<file path="src/rtl/world.sv">
// Super Mario world core: Mario position/jump physics against a built-in level, camera, and pixel lookup.
// Define HOLD_JUMP_EN to end a jump early when the jump button is released.
module world #(
  parameter int TICK_BIT = 18,
  parameter int WORLD_W  = 4096,
  parameter int JUMP_H   = 96
) (
  input  logic [31:0] clkdiv_i,
  input  logic        rstn_i,
  input  logic        jump_i,
  input  logic        left_i,
  input  logic        right_i,
  input  logic [8:0]  row_addr_i,
  input  logic [9:0]  col_addr_i,
  output logic [5:0]  type_o,
  output logic [10:0] h_o,
  output logic [10:0] w_o,
  output logic [12:0] mario_x_o,
  output logic [12:0] mario_y_o,
  output logic [1:0]  jump_state_o,
  output logic        bounds_o
);

  // state   | meaning
  // GROUND  | standing on a solid tile
  // RISING  | jump in progress, moving up 2 px per tick
  // FALLING | airborne, moving down 2 px per tick
  typedef enum logic [1:0] {GROUND = 2'd0, RISING = 2'd1, FALLING = 2'd2} js_e;

  localparam logic [12:0] X_MAX   = 13'(WORLD_W - 32);
  localparam logic [12:0] CAM_MAX = 13'(WORLD_W - 640);
  localparam logic [12:0] JUMP_HL = 13'(JUMP_H);

  logic        tick_q;
  logic [12:0] x_q, x_d, y_q, y_d, takeoff_q, takeoff_d;
  js_e         js_q, js_d;
  logic        tick, rise_stop;
  logic [12:0] x_mv, nx, ny, probe;
  logic [12:0] cam_x, wx, ry;
  logic        unused_clkdiv;

  assign unused_clkdiv = ^clkdiv_i;

  function automatic logic [2:0] map_type(input logic [12:0] px, input logic [12:0] py);
    logic [7:0] tx, ty;
    tx = px[12:5];
    ty = py[12:5];
    map_type = 3'd0;
    if (ty == 8'd13 || ty == 8'd14)                              map_type = 3'd1;
    else if (ty == 8'd9 && tx >= 8'd10 && tx <= 8'd12)           map_type = 3'd2;
    else if (ty == 8'd9 && tx == 8'd16)                          map_type = 3'd3;
    else if ((ty == 8'd11 || ty == 8'd12) && (tx == 8'd24 || tx == 8'd25)) map_type = 3'd4;
    else if (ty == 8'd5 && tx >= 8'd30 && tx <= 8'd33)           map_type = 3'd2;
  endfunction

  function automatic logic solid(input logic [12:0] px, input logic [12:0] py);
    solid = (map_type(px, py) != 3'd0);
  endfunction

`ifdef HOLD_JUMP_EN
  assign rise_stop = ~jump_i;
`else
  assign rise_stop = 1'b0;
`endif

  assign tick = clkdiv_i[TICK_BIT] & ~tick_q;

  always_comb begin
    x_d       = x_q;
    y_d       = y_q;
    js_d      = js_q;
    takeoff_d = takeoff_q;
    x_mv      = x_q;
    nx        = x_q;
    ny        = y_q;
    probe     = y_q;
    if (tick) begin
      if (right_i && !left_i && x_q != X_MAX) begin
        nx = x_q + 13'd1;
        if (!solid(nx + 13'd31, y_q) && !solid(nx + 13'd31, y_q + 13'd31)) x_mv = nx;
      end else if (left_i && !right_i && x_q != 13'd0) begin
        nx = x_q - 13'd1;
        if (!solid(nx, y_q) && !solid(nx, y_q + 13'd31)) x_mv = nx;
      end
      x_d = x_mv;
      unique case (js_q)
        GROUND: begin
          probe = y_q + 13'd32;
          if (jump_i) begin
            takeoff_d = y_q;
            js_d      = RISING;
          end else if (!solid(x_mv, probe) && !solid(x_mv + 13'd31, probe)) begin
            js_d = FALLING;
          end
        end
        RISING: begin
          if (rise_stop) begin
            js_d = FALLING;
          end else begin
            ny    = (y_q >= 13'd2) ? y_q - 13'd2 : 13'd0;
            probe = ny - 13'd1;
            // Touching a ceiling counts as a hit: the pixel row just above Mario is solid.
            if (solid(x_mv, probe) || solid(x_mv + 13'd31, probe)) begin
              y_d  = {probe[12:5], 5'd0} + 13'd32;
              js_d = FALLING;
            end else begin
              y_d = ny;
              if (takeoff_q - ny >= JUMP_HL) js_d = FALLING;
            end
          end
        end
        FALLING: begin
          ny    = y_q + 13'd2;
          probe = ny + 13'd32;
          if (solid(x_mv, probe) || solid(x_mv + 13'd31, probe)) begin
            y_d  = {probe[12:5], 5'd0} - 13'd32;
            js_d = GROUND;
          end else begin
            y_d = ny;
          end
        end
        default: js_d = GROUND;
      endcase
    end
  end

  always_ff @(posedge clkdiv_i[0]) begin
    if (rstn_i) begin
      tick_q    <= 1'b0;
      x_q       <= 13'd64;
      y_q       <= 13'd384;
      js_q      <= GROUND;
      takeoff_q <= 13'd384;
    end else begin
      tick_q    <= clkdiv_i[TICK_BIT];
      x_q       <= x_d;
      y_q       <= y_d;
      js_q      <= js_d;
      takeoff_q <= takeoff_d;
    end
  end

  always_comb begin
    cam_x = 13'd0;
    if (x_q >= 13'd304) cam_x = (x_q - 13'd304 > CAM_MAX) ? CAM_MAX : x_q - 13'd304;
  end

  assign wx = cam_x + {3'b000, col_addr_i};
  assign ry = {4'b0000, row_addr_i};

  always_comb begin
    type_o = 6'd0;
    h_o    = 11'd0;
    w_o    = 11'd0;
    if (row_addr_i < 9'd480 && col_addr_i < 10'd640) begin
      if (ry >= y_q && ry < y_q + 13'd32 && wx >= x_q && wx < x_q + 13'd32) begin
        type_o = 6'd5;
        h_o    = 11'(ry - y_q);
        w_o    = 11'(wx - x_q);
      end else begin
        type_o = {3'b000, map_type(wx, ry)};
        h_o    = {6'b0, row_addr_i[4:0]};
        w_o    = {6'b0, wx[4:0]};
      end
    end
  end

  assign mario_x_o    = x_q;
  assign mario_y_o    = y_q;
  assign jump_state_o = js_q;
  assign bounds_o     = (x_q == 13'd0) || (x_q == X_MAX);

endmodule

</file>
<file path="config.mk">
export PLATFORM = sky130hd
export DESIGN_NAME = world
export DESIGN_NICKNAME = d
export VERILOG_FILES = /design/src/rtl/world.sv
export SDC_FILE = /design/constraint.sdc
export NUM_CORES = 1
export LEC_CHECK = 0
export BUFFER_PORTS_ARGS = -buffer_cell sky130_fd_sc_hd__buf_4
export CAP_MARGIN = 20
export CORE_UTILIZATION = 55
export CTS_CLUSTER_SIZE = 28
export DETAILED_ROUTE_END_ITERATION = 10
export PLACE_DENSITY = 0.79
export SYNTH_ARGS = -nofsm -noshare
export SYNTH_HDL_FRONTEND = slang
export SYNTH_SLANG_ARGS = --single-unit
</file>
<file path="constraint.sdc">
create_clock -name clkdiv_i -period 6.8 [get_ports clkdiv_i]
set_input_delay 1.36 -clock clkdiv_i [delete_from_list [all_inputs] [get_ports clkdiv_i]]
set_output_delay 1.36 -clock clkdiv_i [all_outputs]
set_load 0.05 [all_outputs]
</file>
**Word-level counts from Yosys, hierarchy flattened**

Cells that the tools add are included.

- Flip-flop bits (word level): 42
- Word-level logic and storage cells: 337
- Output and inout bits: 57
- Input bits: 55

- Bitwise gates (word level): 2
- Magnitude comparators: 30
- Muxes and demuxes: 102
- Equality and inequality tests: 58
- Reduce and logical (&&, ||, !) cells: 122
- $add $sub $neg: 18

Operators by type and width:

| kind | number |
|---|---|
| $mux 3 | 70 |
| $eq 8x4->1 const B | 25 |
| $mux 13 | 10 |
| $eq 8x5->1 const B | 15 |
| $logic_and 1x1->1 | 77 |
| $add 13x6->13 const B | 4 |
| $mux 11 | 4 |
| $eq 8x3->1 const B | 5 |
| $ge 8x4->1 const B | 5 |
| $ge 8x5->1 const B | 5 |
| $le 8x4->1 const B | 5 |
| $le 8x6->1 const B | 5 |
| $add 13x5->13 const B | 3 |
| $mux 2 | 16 |
| $reduce_bool 3->1 | 10 |
| $pmux 13 s2 | 1 |
| $sub 13x1->13 const B | 2 |
| $eq 4x4->1 const B | 5 |
| $logic_or 1x1->1 | 20 |
| $add 13x1->13 const B | 1 |
| $add 13x10->13 | 1 |
| $add 13x2->13 const B | 1 |
| $eq 13x12->1 const B | 1 |
| $ge 13x13->1 | 1 |
| 32 further kinds | 40 |

**Logic depth before layout (Yosys ltp)**

- Depth in word-level cells: 37
- Depth in mapped cells: 35
- Depth with buffers taken out: 32

**Worst setup path after synthesis**

OpenSTA, ideal clock, no wires.

- Path type: flip-flop to output port
- From: register x_q[6], in the netlist mario_x_o[6]
- To: output port h_o[0]
- Slack: -1.632 ns
- Stages on the path, launching flop included: 36
- Arrival time: 7.072 ns
- Path through: dfxtp_1 buf_2 clkinv_1 ha_1 nand2_1 nand2_1 nor2_1 a21oi_1 o211ai_1 o41ai_1 nand3_1 nand2_1 or2_2 clkbuf_1 nor2_1 ha_1 a21o_1 a21oi_1 o21bai_1 a21oi_1 o21bai_1 a21oi_1 o21bai_1 a21oi_1 xnor2_1 ha_1 nand3_1 nor3_1 a211o_1 a21o_1 a21oi_1 nor2b_1 o211ai_1 clkbuf_1 nand2_1 a21oi_1

- Cells in the longest elaborated chain, start to end: 10
- Elaborated cells between the ends (all ways): 13
- Classes of those cells: add/sub: 3; order compare: 4; mux: 4; reduce/logical: 2

Ends and longest elaborated chain:

| what | line | source |
|---|---|---|
| start: declaration | 35 | `logic [12:0] x_q, x_d, y_q, y_d, takeoff_q, takeoff_d;` |
| start signal: assignment | 130 | `x_q <= 13'd64;` |
| start signal: assignment | 136 | `x_q <= x_d;` |
| $sub 13x9->13 | 145 | `if (x_q >= 13'd304) cam_x = (x_q - 13'd304 > CAM_MAX) ? CAM_MAX : x_q - 13'd304;` |
| $gt 13x12->1 | 145 |  |
| $mux 13 (2 in a row) | 145 |  |
| $add 13x10->13 | 148 | `assign wx = cam_x + {3'b000, col_addr_i};` |
| $ge 13x13->1 | 156 | `if (ry >= y_q && ry < y_q + 13'd32 && wx >= x_q && wx < x_q + 13'd32) begin` |
| $logic_and 1x1->1 | 156 |  |
| $logic_and 1x1->1 (*) | 156 |  |
| $mux 11 (*) | 156 |  |
| $mux 11 (*) | 155 | `if (row_addr_i < 9'd480 && col_addr_i < 10'd640) begin` |
| end: declaration | 16 | `output logic [10:0] h_o,` |

Every way passes the cells marked *; elsewhere a longest branch is shown, timed or not.

**Final worst setup path**

- From: register x_q[5], in the netlist mario_x_o[5]
- To: output port h_o[4]

The elaborated chain is that of the path after synthesis.

==> impl_metrics.toml <==
[logic_synthesis]
synth.area.mux_share_pct = 1.829
yosys.area_share.simple_pct = 29.09
yosys_warnings = 0
synth_edf_count = 0
synth_ff_type = "dfxtp_1"
async_flop_share_pct = 0
synth_top_family_by_area = "simple AND/OR/NAND/NOR gates"
synth_compound_area_share_pct = 26.93
ys_types = 101
avgSynthCellArea_sq_um = 7.071
netlist_instances = 1190
ys_seq_elements = 42
synth-xor-area-share_pct = 11.23
synth_fa_ha_area_share_pct = 13.65
seq_area_frac_synth_pct = 9.993
synth_area_sq_um = 8414

[detailed_routing]
avgViaCountPerCell = 6.974
drcViolationCount = 4
top_layer_used = "met4"
drtIter0Drc = 1452
wl_met1_microns = 12380
wl_per_cell_microns = 22.58
num_vias = 10690
dr.pass1.iters = 9
postRouteAntennaNets = 0
wl_microns = 34610
wl_met2_microns = 15970
dr_wl_met3_microns = 3911

[die]
rows = 44
core_area_sq_um = 14750
die_area_sq_um = 15800
io_pins = 112
die_h_microns = 125.7
initial_core_util_pct = 57.03
die_x_microns = 125.7

[power]
ir_drop_v = 0.0004892
power_w = 0.006967
power.leakage_nw = 4.727
cellPowerDensity_nw_per_um2 = 610.6

[global_route]
antenna_found_initial = 1
grt_pass1_vias = 10390
grt_max_degree = 37
grt_first_pass_wirelength_microns = 52120
grt_usage_pct = 42.06
gr-total-overflow = 0

[cells_and_area]
mostFrequentLayoutCell = "buf_4"
fin_nets = 1484
fin_area_sq_um = 11410
diodes = 0
final_core_util_pct = 77.34
synthToLayoutAreaGrowth_pct = 35.61
drive_above_1_share_pct = 27.28
fillers = 964
final_cell_mix = "157 x buf_4, 108 x nand2_1, 91 x nor2_1, 83 x xnor2_1, 80 x ha_1"

[worst_hold_path]
worstHoldEndpoint = "tick_q$_SDFF_PP0_"
hp-class = "clk2reg"
whs_path_depth = 3
worstHoldStart = "clkdiv_i[18]"

[sta]
setup_viol = 25
final_hold_viol_count = 0
fmax_mhz = 133.7
tightest_slew_ps = 845.9
final.min_clock_period_ps = 7480
setup_ws_ps = -680.1
fin_setup_tns_ps = -13910
rsz0062_at_grt = "yes"
relSlewSlack_pct = 43.20
finalMaxSlewViolations = 0
fin_crit_sh_pct = 110.0
finalClockSkew_ps = 9.535

[cts]
cts.clk_slew.worst_paths_ps = 70
ctsHoldBuffers = 0
clk_latency_ps = 300
cts_tree = "built"

[run]
max-cap-violations = 0

[setup_path]
crit_path_end_kind = "output pin"
crit_path_top_delay_cell = "fa_2"
reg2reg_to = "mario_y_o[10]$_SDFFE_PP0P_"
reg2reg_slack_ps = 230
crit_required_ps = 5440
max_stage_delay_ps = 490
timing.rr.start = "mario_y_o[2]$_SDFFE_PP0P_"
crit_type = "reg2out"
crit_fanout = 7
r2r_cells = 18
crit_start = "mario_x_o[5]$_SDFFE_PP0P_"
arrival_ps = 6120
setup.worst_path.start_class = "register"

[placement]
pre_cts_slack_ps = -296.1
place.gp.congestion = 0.9593
portBuffers = 77
dpl_cell_area_sq_um = 9957
dp_hpwl_microns = 21860

[status]
outcome = "finished with violations"
violations = "design-rule violations, negative setup slack"
area by class of cell:
| class | instances | area [sq um] | share of cell area, % |
|---|---|---|---|
| multi-input cells | 1006 | 7528 | 65.98 |
| repair buffers | 186 | 1564 | 13.71 |
| clock buffers | 39 | 873.3 | 7.654 |
| flip-flops and latches | 42 | 870.8 | 7.632 |
| inverters | 71 | 281.5 | 2.467 |
| well taps | 184 | 230.2 | 2.018 |
| clock inverters | 5 | 62.56 | 0.5482 |
cell usage after synthesis, types with 20 or more instances:
library cell | number | area, sq um
nand2_1 | 114 | 427.9
o21ai_0 | 44 | 220.2
a21oi_1 | 75 | 375.4
clkbuf_1 | 39 | 146.4
nor2_1 | 115 | 431.7
dfxtp_1 | 42 | 840.8
nand4_1 | 30 | 187.7
nand3_1 | 50 | 250.2
inv_1 | 67 | 251.5
xnor2_1 | 86 | 753.2
ha_1 | 87 | 1089
nor3_1 | 31 | 155.2
xor2_1 | 20 | 175.2
worst max-delay path by stage:
| stage | to | slack, ps |
|---|---|---|
| after detailed placement | w_o[1] | -300 |
| after global routing | h_o[4] | -840 |
| after CTS | h_o[1] | -270 |
| after floorplan | h_o[0] | -230 |
| after global placement | type_o[1] | -100 |
| final | h_o[4] | -680 |
cell families after synthesis:
logic type	Yosys count
simple gates	474
compound gates	317
buf+inv	144
xor+xnor	107
fa+ha+maj	90
flops	42
mux	15
other cells	1
metrics by stage:
step                cells  hold slack, ps
CTS                  1525           76.05
global placement     1467           128.2
finish               1533           65.65
floorplan            1192           128.2
global route         1533           85.00
detailed placement   1467           128.2
registers in the layout (all words and copies together), names as in the netlist:
register	flops
mario_x_o	13
mario_y_o	13
tick_q	1
jump_state_o	2
takeoff_q	13
report_power, final:
part,internal [W],switching (W)
sequential,0.000318,0.000159
clock,0.000814,0.000429
combinational,0.00200,0.00324
critical path, delay by kind of cell (launching register included):
family | cells | cell delay, ps
simple gates | 11 | 1280
flops | 1 | 360
compound gates | 14 | 2060
mux | 1 | 230
buf+inv | 5 | 750
fa+ha+maj | 4 | 1080
layer usage:
layer | global-route usage (%) | up-vias
met1 | 48.78 | 4890
li1 | - | 4626
met2 | 65.36 | 903
met4 | 29.20 | 0
met5 | 0.9288 | -
met3 | 14.10 | 272
repair_timing:
item / in CTS / in global routing
buffers inserted: 14 / 7
gates cloned: 0 / 1
pin swaps: 5 / 28
endpoints found under the setup margin: 25 / 28
resized for setup: 42 / 31
Power figures use the tool's default switching activity.
